### config.mk
export PLATFORM = sky130hd
export DESIGN_NAME = cmd_issue_queue
export DESIGN_NICKNAME = d
export VERILOG_FILES = /design/src/rtl/cmd_issue_queue.sv
export SDC_FILE = /design/constraint.sdc
export NUM_CORES = 1
export LEC_CHECK = 0
export CORE_MARGIN = 3
export CORE_UTILIZATION = 52
export CTS_CLUSTER_SIZE = 24
export DETAILED_ROUTE_END_ITERATION = 7
export PLACE_DENSITY = 0.88
export SLEW_MARGIN = 5
export SYNTH_ARGS = -nofsm -noshare
export SYNTH_HDL_FRONTEND = slang
export SYNTH_SLANG_ARGS = --single-unit
### constraint.sdc
create_clock -name iClock_host -period 2.9 [get_ports iClock_host]
set_clock_uncertainty 0.05 [all_clocks]
set_input_delay 0.29 -clock iClock_host [delete_from_list [all_inputs] [get_ports iClock_host]]
set_output_delay 0.29 -clock iClock_host [all_outputs]
set_load 0.02 [all_outputs]
### src/rtl/cmd_issue_queue.sv
// Request FIFO in front of the SD command block. Issues one command at a time,
// waits for it to terminate, and holds the result until the host acknowledges it.
module cmd_issue_queue #(
  parameter int DEPTH           = 4,
  parameter int AW              = 2,
  parameter int WATCHDOG_CYCLES = 1024
) (
  input  logic          iClock_host,
  input  logic          iReset,
  input  logic          iPush,
  input  logic [5:0]    iPush_index,
  input  logic [31:0]   iPush_argument,
  input  logic          iPush_timeout_enable,
  output logic          oFull,
  output logic          oEmpty,
  output logic [AW:0]   oCount,
  output logic          oOverflow,
  output logic          oNew_command,
  output logic [5:0]    oCmd_index,
  output logic [31:0]   oCmd_argument,
  output logic          oTimeout_enable,
  input  logic          iCommand_complete,
  input  logic          iCommand_index_error,
  input  logic [47:0]   iResponse,
  output logic          oResp_valid,
  output logic [47:0]   oResponse,
  output logic [5:0]    oResp_index,
  output logic [1:0]    oResp_status,
  input  logic          iResp_ack,
  output logic          oBusy
);
  localparam int              WDW      = $clog2(WATCHDOG_CYCLES);
  localparam logic [WDW-1:0]  WD_LAST  = WDW'(WATCHDOG_CYCLES - 1);
  localparam logic [AW:0]     FULL_CNT = (AW+1)'(DEPTH);

  typedef struct packed {
    logic [5:0]  idx;
    logic [31:0] arg;
    logic        te;
  } req_t;

  typedef enum logic [1:0] {IDLE, ISSUE, WAIT} state_t;

  req_t           mem_q [DEPTH];
  logic [AW-1:0]  wr_ptr_q, wr_ptr_d, rd_ptr_q, rd_ptr_d;
  logic [AW:0]    count_q, count_d;
  state_t         state_q, state_d;
  req_t           cmd_q, cmd_d;
  logic           new_cmd_q, new_cmd_d;
  logic           ovf_q, ovf_d;
  logic [WDW-1:0] wd_q, wd_d;
  logic           resp_valid_q, resp_valid_d;
  logic [47:0]    resp_q, resp_d;
  logic [5:0]     resp_idx_q, resp_idx_d;
  logic [1:0]     status_q, status_d;

  logic full, push_ok, pop;
  req_t req_in;

  assign full    = (count_q == FULL_CNT);
  // Full is judged on the registered count, so a same-cycle pop never frees room.
  assign push_ok = iPush && !full;
  assign pop     = (state_q == IDLE) && (count_q != '0) && !resp_valid_q;
  assign req_in  = '{idx: iPush_index, arg: iPush_argument, te: iPush_timeout_enable};

  always_ff @(posedge iClock_host) begin
    if (push_ok) mem_q[wr_ptr_q] <= req_in;
  end

  always_comb begin
    state_d      = state_q;
    cmd_d        = cmd_q;
    new_cmd_d    = 1'b0;
    wd_d         = wd_q;
    resp_valid_d = resp_valid_q;
    resp_d       = resp_q;
    resp_idx_d   = resp_idx_q;
    status_d     = status_q;
    ovf_d        = iPush && full;
    wr_ptr_d     = push_ok ? wr_ptr_q + AW'(1) : wr_ptr_q;
    rd_ptr_d     = pop ? rd_ptr_q + AW'(1) : rd_ptr_q;
    unique case ({push_ok, pop})
      2'b10:   count_d = count_q + (AW+1)'(1);
      2'b01:   count_d = count_q - (AW+1)'(1);
      default: count_d = count_q;
    endcase

    if (iResp_ack && resp_valid_q) resp_valid_d = 1'b0;

    unique case (state_q)
      IDLE: begin
        if (pop) begin
          state_d   = ISSUE;
          cmd_d     = mem_q[rd_ptr_q];
          new_cmd_d = 1'b1;
        end
      end
      ISSUE: begin
        state_d = WAIT;
        wd_d    = '0;
      end
      WAIT: begin
        wd_d = wd_q + WDW'(1);
        if (iCommand_index_error || iCommand_complete || (wd_q == WD_LAST)) begin
          state_d      = IDLE;
          resp_valid_d = 1'b1;
          resp_idx_d   = cmd_q.idx;
          if (iCommand_index_error) begin
            status_d = 2'b01;
            resp_d   = iResponse;
          end else if (iCommand_complete) begin
            status_d = 2'b00;
            resp_d   = iResponse;
          end else begin
            status_d = 2'b10;
            resp_d   = '0;
          end
        end
      end
      default: state_d = IDLE;
    endcase
  end

  always_ff @(posedge iClock_host or negedge iReset) begin
    if (!iReset) begin
      state_q      <= IDLE;
      wr_ptr_q     <= '0;
      rd_ptr_q     <= '0;
      count_q      <= '0;
      cmd_q        <= '0;
      new_cmd_q    <= 1'b0;
      ovf_q        <= 1'b0;
      wd_q         <= '0;
      resp_valid_q <= 1'b0;
      resp_q       <= '0;
      resp_idx_q   <= '0;
      status_q     <= '0;
    end else begin
      state_q      <= state_d;
      wr_ptr_q     <= wr_ptr_d;
      rd_ptr_q     <= rd_ptr_d;
      count_q      <= count_d;
      cmd_q        <= cmd_d;
      new_cmd_q    <= new_cmd_d;
      ovf_q        <= ovf_d;
      wd_q         <= wd_d;
      resp_valid_q <= resp_valid_d;
      resp_q       <= resp_d;
      resp_idx_q   <= resp_idx_d;
      status_q     <= status_d;
    end
  end

  assign oFull           = full;
  assign oEmpty          = (count_q == '0);
  assign oCount          = count_q;
  assign oOverflow       = ovf_q;
  assign oNew_command    = new_cmd_q;
  assign oCmd_index      = cmd_q.idx;
  assign oCmd_argument   = cmd_q.arg;
  assign oTimeout_enable = cmd_q.te;
  assign oResp_valid     = resp_valid_q;
  assign oResponse       = resp_q;
  assign oResp_index     = resp_idx_q;
  assign oResp_status    = status_q;
  assign oBusy           = (state_q != IDLE);
endmodule

* Yosys cells after proc, flatten, opt, wreduce, memory -nomap -nowiden
Memory sizes are Yosys's and may differ from the RTL's. A register that Yosys moved wholly into a read port is not among the register bits.
Index checks and enable logic that the tools add are counted.
** Cells by class
- Equal/unequal tests :: 8
- Reductions and logical operators :: 19
- Add/sub/neg operators :: 5
- Multiplexer cells :: 16
** Operators by type and width (number)
- two-way mux 48 bit :: 2
- one-hot mux 10 bit (2 select lines) :: 1
- adder 10 x 1 -> 10 bit (second input constant) :: 1
- equality test 10 bit (second input constant) :: 1
- two-way mux 2 bit :: 4
- two-way mux 1 bit :: 7
- one-hot mux 2 bit (3 select lines) :: 1
- one-hot mux 3 bit (2 select lines) :: 1
- AND reduction 2 bit :: 3
- nonzero test 2 bit :: 3
- logical AND 1 bit :: 5
- adder 2 x 1 -> 2 bit (second input constant) :: 2
- equality test 2 x 1 -> 1 bit (second input constant) :: 2
- equality test 2 bit (second input constant) :: 2
- != test 2 bit (second input constant) :: 2
- adder 3 x 1 -> 3 bit (second input constant) :: 1
- equality test 3 bit (second input constant) :: 1
- zero test 1 bit :: 3
- zero test 3 bit :: 1
- nonzero test 3 bit :: 1
- subtractor 3 x 1 -> 3 bit (second input constant) :: 1
- zero test 2 bit :: 1
- logical OR 1 bit :: 2
** Storage, ports and cells
- Bits of input ports :: 93
- RAM bits :: 156
- Logic and storage cells :: 60
- Output and inout port bits :: 104
- Memories kept :: 1
- Flip-flop bits (word level) :: 78
** Memories
- mem_q :: words 4, bits a word 39, read ports 1, clocked after Yosys merged registers in 1, write ports 1, line 44 : req_t mem_q [DEPTH];

* Longest topological paths before layout
Gate-level depths: netlist of the first run.
- Word-level depth :: 5
- Gate-level depth with buffers :: 11
- Gate-level depth less buffers :: 10

* Worst setup path after synthesis of the first run
OpenSTA, ideal clock, no wires.
- Path type :: register to register
- Start :: reg count_q[0], in the netlist oCount[0]
- End :: mem mem_q[0][0] (netlist name) (enable)
- Arrival time :: 2145 ps
- Path buffers :: 0
- Data required time :: 2450 ps
- Cell stages (with the launch flop) :: 5
- Setup slack :: 305 ps
- Setup time :: 400 ps
- Cells stage by stage :: dfrtp_1 > nor2_1 > and2_1 > nor2b_1 > and2_1
** On the way
- Cells in the longest elaborated chain, start to end :: 5
** Ends and longest elaborated chain
- start, declared :: line 46 : logic [AW:0] count_q, count_d;
- start signal, assigned :: line 142 : count_q <= count_d;
- equality test 3 bit :: line 60 : assign full = (count_q == FULL_CNT);
- named net oFull :: line 14 : output logic oFull,
- zero test 1 bit :: line 62 : assign push_ok = iPush && !full;
- logical AND 1 bit :: line 62
- two-way mux 1 bit :: line 67 : if (push_ok) mem_q[wr_ptr_q] <= req_in;
- two-way mux 1 bit (implied by the code) :: line 67
- end, declared :: line 44
The timed path passes the listed nets, and every way through them passes these cells.

* Worst setup path after layout of the first run
- Start :: reg count_q[1], in the netlist oCount[1]
- End :: out oEmpty
** On the way
- Cells in the longest elaborated chain, start to end :: 1
** Ends and longest elaborated chain
- zero test 3 bit :: line 155 : assign oEmpty = (count_q == '0);
- end, declared :: line 15 : output logic oEmpty,
No other way between the ends.

==> results of run 1 <==
==> state kept, by name (all words and copies together) (netlist names) <==
register         flops
oResp_valid          1
oNew_command         1
oCmd_index           6
oOverflow            1
wd_q                10
mem_q              156
oCmd_argument       32
oCount               3
wr_ptr_q             2
oTimeout_enable      1
rd_ptr_q             2
state_q              2
oResponse           48
oResp_status         2
oResp_index          6
==> final timing paths <==
kind,cells past startpoint,endpoint
worst min register to register,1,oResponse[38]
max in group asynchronous,3,state_q[0]
worst max-delay path,2,oEmpty
min in group asynchronous,2,oResponse[12]
worst min-delay path,2,oResp_valid
worst max register to register,10,oCount[2]
==> synth_stat cells, types with 4 or more instances <==
| cell | n |
|---|---|
| edfxtp_1 | 156 |
| dfrtp_1 | 117 |
| a22o_1 | 49 |
| mux2_2 | 48 |
| mux4_2 | 39 |
| inv_1 | 15 |
| ha_1 | 10 |
| nand2_1 | 10 |
| clkbuf_1 | 9 |
| nor2_1 | 9 |
| buf_2 | 8 |
| buf_6 | 8 |
| o21ai_0 | 8 |
| nand3_1 | 6 |
| and2_1 | 5 |
| xnor2_1 | 5 |
| nor2b_1 | 4 |
==> layout make-up <==
type                    instances  area (µm²)
flip-flops and latches        273        7610
fillers                      1156        5510
multi-input cells             217        2430
repair buffers                210        2140
clock buffers                  30         707
well taps                     260         325
clock inverters                19         234
inverters                      15        56.3
==> per-stage QoR <==
step	instances	setup slack, ns
2_1_floorplan	531	0.305
3_3_place_gp	974	0.552
3_5_place_dp	974	0.475
4_1_cts	1024	0.316
5_1_grt	1024	0.262
6_report	1024	0.370
==> timing repair <==
item                      CTS  global route
setup buffers               0             0
resized for setup           0             0
hold buffers                1             0
hold endpoints to repair   65             0
==> kinds of logic after synthesis <==
family | count (synthesis)
AO/OA/AOI/OAI | 64
XOR/XNOR | 8
adder cells (fa/ha/maj) | 11
buffers and inverters | 41
flip-flops | 273
multiplexers | 90
AND/OR/NAND/NOR | 44
==> metal layers <==
layer	GRT usage [%]	wire length [µm]	vias up
met4	4.61	434	0
met3	4.75	1710	34
met2	36.8	11700	251
met1	27.6	8670	2923
li1	-	-	2495
met5	0	0	-
==> where the power goes <==
part	internal, mW	total (mW)	switching, mW
registers	5.38	6.00	0.619
clock network	2.21	3.65	1.44
logic	3.01	5.89	2.88
==> worst reg2reg max path, cell delays in order, from the launching register on <==
cell     delay, ns
dfrtp_1       0.39
inv_1         0.11
ha_1          0.17
inv_1         0.10
nor3_4        0.30
ha_1          0.24
inv_1         0.06
fa_1          0.37
xor2_1        0.15
nor2_1        0.11
xor2_1        0.16
==> results.sh, run 1 <==
export IMPL_final_cell_mix="clkdlybuf4s50_1, edfxtp_1, dfrtp_1"
export IMPL_nNetsFinal=848
export IMPL_syn_num_nets=635
export IMPL_finalPower_mw=15.5
export IMPL_grt_pass1_vias=6099
export IMPL_synth_xor_xnor_area_share_pct=0.684
export IMPL_io_pins=197
export IMPL_holdWs_ns=0.278
export IMPL_critPathArrivalTime_ns=2.19
export IMPL_crit_slowest_cell="clkdlybuf4s50_1"
export IMPL_syn_to_final_growth_pct=31.8
export IMPL_end_kind="primary output"
export IMPL_synth_seq_cells=273
export IMPL_crit_path_start="oCount[1]"
export IMPL_synth_enable_flop_cells=156
export IMPL_dr_pass1_iters=4
export IMPL_startpoint_type="flip-flop"
export IMPL_synth_simple_gate_area_share_pct=2.18
export IMPL_grt_ovfl_total=0
export IMPL_vias_per_cell=5.57
export IMPL_worstSkewPairLatency_ns=0.53
export IMPL_detail_route_iter0_violations=277
export IMPL_synthArstFlopShare_pct=42.9
export IMPL_synth_area_top_cells="edfxtp_1, dfrtp_1, mux4_2"
export IMPL_slew_viol_final=0
export IMPL_critPathMaxStageDelay_ns=0.72
export IMPL_hold_path_class="in -> reg"
export IMPL_final_util_pct=71.0
export IMPL_path_clk_slew_ns=0.06
export IMPL_cp_buffers_inverters=1
export IMPL_cts_buffers=27
export IMPL_antenna_found_initial=0
export IMPL_worst_r2r_setup_slack_ns=0.60
export IMPL_hold_violations=0
export IMPL_cp_cell_sequence="nor3_2, clkdlybuf4s50_1"
export IMPL_portBuffers=196
export IMPL_final_design_area_no_fill_um2=13500
export IMPL_grt_pass1_wl_mm=35.6
export IMPL_ant_nets=0
export IMPL_postSynthCellCount=531
export IMPL_drt_wl_total_mm=22.5
export IMPL_yosysSeqAreaShare_pct=74.3
export IMPL_synth_compound_area_share_pct=5.10
export IMPL_r2r_start="state_q[0]"
export IMPL_rows=50
export IMPL_yosysWarnings=0
export IMPL_drive_above_1_share_pct=20.8
export IMPL_post_dp_cell_area_um2=12600
export IMPL_clkSinkCount=273
export IMPL_layout_commonest_cell="clkdlybuf4s50_1"
export IMPL_peakVddDrop_mv=0.839
export IMPL_die_w_um=146
export IMPL_vias=5703
export IMPL_critPathTopFamily="buffers and inverters"
export IMPL_cp_required_ns=2.56
export IMPL_post_dp_hpwl_mm=15.0
export IMPL_place_congestion=0.863
export IMPL_antenna_cells=0
export IMPL_max_freq_mhz=395
export IMPL_max_slew_margin_pct=39.8
export IMPL_synth_top_area_share_pct=45.7
export IMPL_synthMuxAreaShare_pct=14.1
export IMPL_synth_area_um2=10300
export IMPL_core_area_um2=19000
export IMPL_clock_path_buffers=3
export IMPL_critical_path_class="reg -> out"
export IMPL_yosys_area_top_type="edfxtp_1"
export IMPL_fin_crit_ns=2.53
export IMPL_worst_pin_slew_ns=0.904
export IMPL_drcViolationCount=0
export IMPL_finalSetupViolCount=0
export IMPL_synth_top_family_by_area="multiplexers"
export IMPL_ys_types=32
export IMPL_fin_crit_sh_pct=87.2
export IMPL_synth_ff_type="edfxtp_1"
export IMPL_hold_path_startpoint="iResp_ack"
export IMPL_die_h_um=146
export IMPL_p_leak_nw=5.05
export IMPL_avgSynthCellArea_um2=19.3
export IMPL_wl_per_cell_um=22.0
export IMPL_yosys_area_share_adder_pct=1.42
export IMPL_grt_max_degree=68
export IMPL_cts_tree="built"
export IMPL_start_util_pct=53.9
export IMPL_status="finished, final reports clean"
export IMPL_root_buffer="clkbuf_16"
export IMPL_power_density_nw_per_um2=1150
export IMPL_h_tree_depth=1
export IMPL_track_usage_pct=21.1
export IMPL_dieArea_um2=21400
export IMPL_rsz0062_at_grt="no"
export IMPL_setup_tns_ns=0
export IMPL_cp_max_fo=5
export IMPL_max_cap_violations=0
Power figures use the tool's default switching activity.
==> run 2, diff against run 1 <==
--- a/config.mk
+++ b/config.mk
@@ -9,6 +9,7 @@
 export CORE_UTILIZATION = 52
 export CTS_CLUSTER_SIZE = 24
 export DETAILED_ROUTE_END_ITERATION = 7
+export HOLD_SLACK_MARGIN = 0.12
 export PLACE_DENSITY = 0.88
 export SLEW_MARGIN = 5
 export SYNTH_ARGS = -nofsm -noshare
==> results of run 2 <==
No change in the layout: final DEF, timing and power equal those of run 1.
